$ cat src/rtl/sweep_ctrl_7458.sv
// sweep_ctrl_7458: exhaustive self-test sequencer for a _7458 dual AND-OR gate core
//   clk, rst                       clock, async active-high reset
//   start, abort                   sweep control from the test/CSR master
//   p1_drv[5:0], p2_drv[3:0]       registered vector drives to the core
//   p1y_in, p2y_in                 core outputs under test
//   busy, done, pass               sweep status; done is a one-cycle pulse
//   err_cnt, first_err_vec/_valid  saturating mismatch count and first failing vector
module sweep_ctrl_7458 #(
    parameter int SETTLE = 2,
    parameter int CNT_W  = 11
) (
    input  logic             clk,
    input  logic             rst,
    input  logic             start,
    input  logic             abort,
    output logic [5:0]       p1_drv,
    output logic [3:0]       p2_drv,
    input  logic             p1y_in,
    input  logic             p2y_in,
    output logic             busy,
    output logic             done,
    output logic             pass,
    output logic [CNT_W-1:0] err_cnt,
    output logic [9:0]       first_err_vec,
    output logic             first_err_valid
);
    typedef enum logic [1:0] {IDLE, SETTLE_S, SAMPLE, DONE} state_t;
    localparam logic [7:0] T_LOAD = 8'(SETTLE - 1);
    state_t           state_q, state_d;
    logic [9:0]       vec_q, vec_d, fev_q, fev_d;
    logic [7:0]       timer_q, timer_d;
    logic [CNT_W-1:0] err_q, err_d;
    logic             fval_q, fval_d, pass_q, pass_d;
    logic             exp1, exp2, mism;
    assign exp1 = (vec_q[0] & vec_q[1] & vec_q[2]) | (vec_q[3] & vec_q[4] & vec_q[5]);
    assign exp2 = (vec_q[6] & vec_q[7]) | (vec_q[8] & vec_q[9]);
    assign mism = (p1y_in != exp1) || (p2y_in != exp2);
    always_ff @(posedge clk or posedge rst) begin
        if (rst) begin
            state_q <= IDLE;
            vec_q   <= '0;
            timer_q <= '0;
            err_q   <= '0;
            fev_q   <= '0;
            fval_q  <= 1'b0;
            pass_q  <= 1'b0;
        end else begin
            state_q <= state_d;
            vec_q   <= vec_d;
            timer_q <= timer_d;
            err_q   <= err_d;
            fev_q   <= fev_d;
            fval_q  <= fval_d;
            pass_q  <= pass_d;
        end
    end
    // vec is zeroed on every exit from the sweep, so the drives can come straight from it
    always_comb begin
        state_d = state_q;
        vec_d   = vec_q;
        timer_d = timer_q;
        err_d   = err_q;
        fev_d   = fev_q;
        fval_d  = fval_q;
        pass_d  = pass_q;
        case (state_q)
            IDLE: if (start && !abort) begin
                state_d = SETTLE_S;
                vec_d   = '0;
                err_d   = '0;
                fval_d  = 1'b0;
                pass_d  = 1'b0;
                timer_d = T_LOAD;
            end
            SETTLE_S: begin
                if (abort) begin
                    state_d = IDLE;
                    vec_d   = '0;
                end else if (timer_q == 8'd0) state_d = SAMPLE;
                else timer_d = timer_q - 8'd1;
            end
            SAMPLE: begin
                // an aborted sample still records its result
                if (mism) begin
                    err_d = (err_q == '1) ? err_q : err_q + CNT_W'(1);
                    if (!fval_q) begin
                        fev_d  = vec_q;
                        fval_d = 1'b1;
                    end
                end
                if (abort || vec_q == 10'd1023) begin
                    state_d = abort ? IDLE : DONE;
                    vec_d   = '0;
                end else begin
                    state_d = SETTLE_S;
                    vec_d   = vec_q + 10'd1;
                    timer_d = T_LOAD;
                end
            end
            DONE: begin
                state_d = IDLE;
                pass_d  = (err_q == '0);
            end
            default: state_d = IDLE;
        endcase
    end
    assign busy            = (state_q == SETTLE_S) || (state_q == SAMPLE);
    assign done            = (state_q == DONE);
    assign p1_drv          = vec_q[5:0];
    assign p2_drv          = vec_q[9:6];
    assign pass            = pass_q;
    assign err_cnt         = err_q;
    assign first_err_vec   = fev_q;
    assign first_err_valid = fval_q;
endmodule
$ cat config.mk
export PLATFORM = sky130hd
export DESIGN_NAME = sweep_ctrl_7458
export DESIGN_NICKNAME = d
export VERILOG_FILES = /design/src/rtl/sweep_ctrl_7458.sv
export SDC_FILE = /design/constraint.sdc
export NUM_CORES = 1
export LEC_CHECK = 0
export ABC_AREA = 1
export CORE_MARGIN = 5
export CORE_UTILIZATION = 45
export DETAILED_ROUTE_END_ITERATION = 16
export MAX_ROUTING_LAYER = met4
export PLACE_DENSITY = 0.69
export SLEW_MARGIN = 15
export SYNTH_ARGS = -nofsm -noshare
export SYNTH_HDL_FRONTEND = slang
export SYNTH_SLANG_ARGS = --single-unit
$ cat constraint.sdc
create_clock -name clk -period 2.16 [get_ports clk]
set_input_delay 0.432 -clock clk [delete_from_list [all_inputs] [get_ports clk]]
set_output_delay 0.432 -clock clk [all_outputs]
set_load 0.005 [all_outputs]
==> flow_summary.toml <==
[setup_path]
reg2reg_to = "err_cnt[4]"
crit_fanout = 4
critPathKind = "register to primary output"
cp-start-kind = "register"
cp-end-kind = "primary output"
reg2reg_depth = 10
r2r-start = "vec_q[0]"
crit_arrival_ns = 1.54
worstPathRequired_ns = 1.73
rrSetupSlack_ns = 0.28

[timing]
fmaxAchievable_mhz = 506
timing.final.max_slew_violations = 0
fin_crit_sh = 0.915
hold_slack_ns = 0.476
tns_ns = 0
clock-skew-final_ns = 0.00881
tightest_slew_ns = 0.549
setup_viol = 0
grt_setup_unrepaired = "false"
period_needed_ns = 1.98
slew_headroom = 0.634
final_hold_viol_count = 0

[synth]
synth_cell_types = 33
synth_common_cells = "nand2_1 (79), dfrtp_1 (43), inv_1 (36)"
yosysWarnings = 0
syn-num-nets = 340
synth_async_sr_flop_share = 1.00
synthFlopType = "dfrtp_1"
synthDominantCellAreaShare = 0.414
synth_area_leaders = "dfrtp_1 (41%), nand2_1 (11%), inv_1 (5.2%), o21ai_0 (5.2%), nand3_1 (5.0%)"
seq_area_frac_synth = 0.414
synth_seq_cells = 43
synthesis.area_mm2 = 0.00260
synth.most_common_cell = "nand2_1"
avgSynthCellArea_um2 = 8.02
synth_cells = 324
yosys.area.top_type = "dfrtp_1"
synth-edff-count = 0

[hold_path]
hold_path_class = "register to register"
whs_path_depth = 2
hp-start = "first_err_vec[0]"
hold_path_end = "first_err_vec[0]"

[job]
max-cap-violations = 0

[global_routing]
grt_pass1_vias = 2085
grt_max_degree = 44
grt_util_all_layers = 0.167
grt_remaining_overflow = 0
antenna_found_initial = 0
grt_first_pass_wirelength_mm = 9.78

[route]
viasPerCell = 5.02
drc = 0
drtIter0Drc = 149
drt_first_pass_iters = 4
avgRoutedWirePerCell_um = 12.4
vias = 2209
antenna_left = 0
wirelength_mm = 5.44

[clock_tree]
cts_buffer_depth = 2
cts_hold_buf = 0
insertion_delay_ns = 0.30
cts.htree.levels = 2
path_clk_slew_ns = 0.09
cts_sinks = 43
post-cts-setup-buffer-count = 0
cts_buffers = 5
cts_resized = 0
tritoncts = "yes"
root_buffer = "clkbuf_8"

[status]
outcome = "complete, no violations"

[power]
power_leakage_uw = 0.00143
vdd_drop_max_v = 0.000894
cellPowerDensity_mw_per_mm2 = 1000

[placement]
hpwlAfterDp_mm = 4.05
place_congestion = 0.849
port-buffer-count = 40

[layout]
area_growth_pct = 21.2
layout-drive-gt1-share = 0.136
fin_nets = 383
nFillCells = 522
antennaDiodeCount = 0

[die]
die_w_um = 86.0
initial_core_util = 0.466
core_mm2 = 0.00557
ios = 41
rows = 27
die_h_um = 86.0
dieArea_mm2 = 0.00740
[layout by cell type (no fill, tap or decap), drive strengths merged, types with 3 or more instances in the layout]
cell / instances
nor3: 5
nand2: 91
a21oi: 7
clkdlybuf4s50: 40
xor2: 7
clkbuf: 5
nand3: 30
nand3b: 4
o21ai: 42
buf: 3
or2: 3
dfrtp: 43
nor2: 28
inv: 39
ha: 10
[critical path, stage by stage (launching register included)]
cell,delay (ns)
dfrtp_1,0.41
inv_1,0.08
ha_1,0.27
clkdlybuf4s50_1,0.49
[layout make-up]
cell class / instances / area (um^2) / area share
clock buffers: 5 / 68.8 / 0.0218
flip-flops and latches: 43 / 1080 / 0.342
repair buffers: 43 / 423 / 0.134
clock inverters: 3 / 43.8 / 0.0139
multi-input cells: 235 / 1300 / 0.413
inverters: 39 / 146 / 0.0465
well taps: 72 / 90.1 / 0.0286
[power breakdown]
| part | total [uW] | switching (uW) | internal [uW] |
|---|---|---|---|
| sequential | 1070 | 127 | 944 |
| clock | 644 | 299 | 345 |
| combinational | 1440 | 876 | 566 |
[layer usage]
layer	share of wire	vias up	GRT usage
met3	0.050	4	0.0327
met2	0.45	44	0.255
met4	0.0053	0	0.0374
met5	0	-	-
li1	-	1131	-
met1	0.49	1030	0.228
[state kept, by name (all words and copies together), names as in the netlist]
register / cells
err_cnt: 11
vec_q: 10
state_q: 2
pass: 1
timer_q: 8
first_err_valid: 1
first_err_vec: 10
[worst max path at each step]
stage / startpoint / end / slack, ns / cells after the start
after detailed placement: abort / vec_q[7] / 0.13 / 9
after global placement: abort / vec_q[7] / 0.20 / 9
final: state_q[1] / busy / 0.18 / 3
after CTS: state_q[1] / busy / 0.17 / 3
after global routing: state_q[1] / busy / 0.08 / 3
after floorplan: vec_q[0] / err_cnt[2] / 0.54 / 11
[kinds of logic after synthesis]
logic type,Yosys count,share of synthesized area
adders and majority gates,10,0.0481
AOI/OAI and AO/OA,54,0.131
and+or+nand+nor,164,0.298
xor gates and xnor gates,7,0.0236
DFF,43,0.414
buffers and inverters,46,0.0847
[metrics by stage]
stage               area [um^2]  utilization  cells  setup slack, ns  power (uW)
floorplan                  2600            -    324            0.542        2260
global placement           3040        0.545    432            0.202        2510
detailed placement         3040        0.545    432            0.134        2530
CTS                        3150        0.565    440            0.172        3180
global route               3150        0.565    440           0.0790        3460
finish                     3150        0.565    440            0.183        3160
Note: power is estimated with default switching activity, not from simulation.
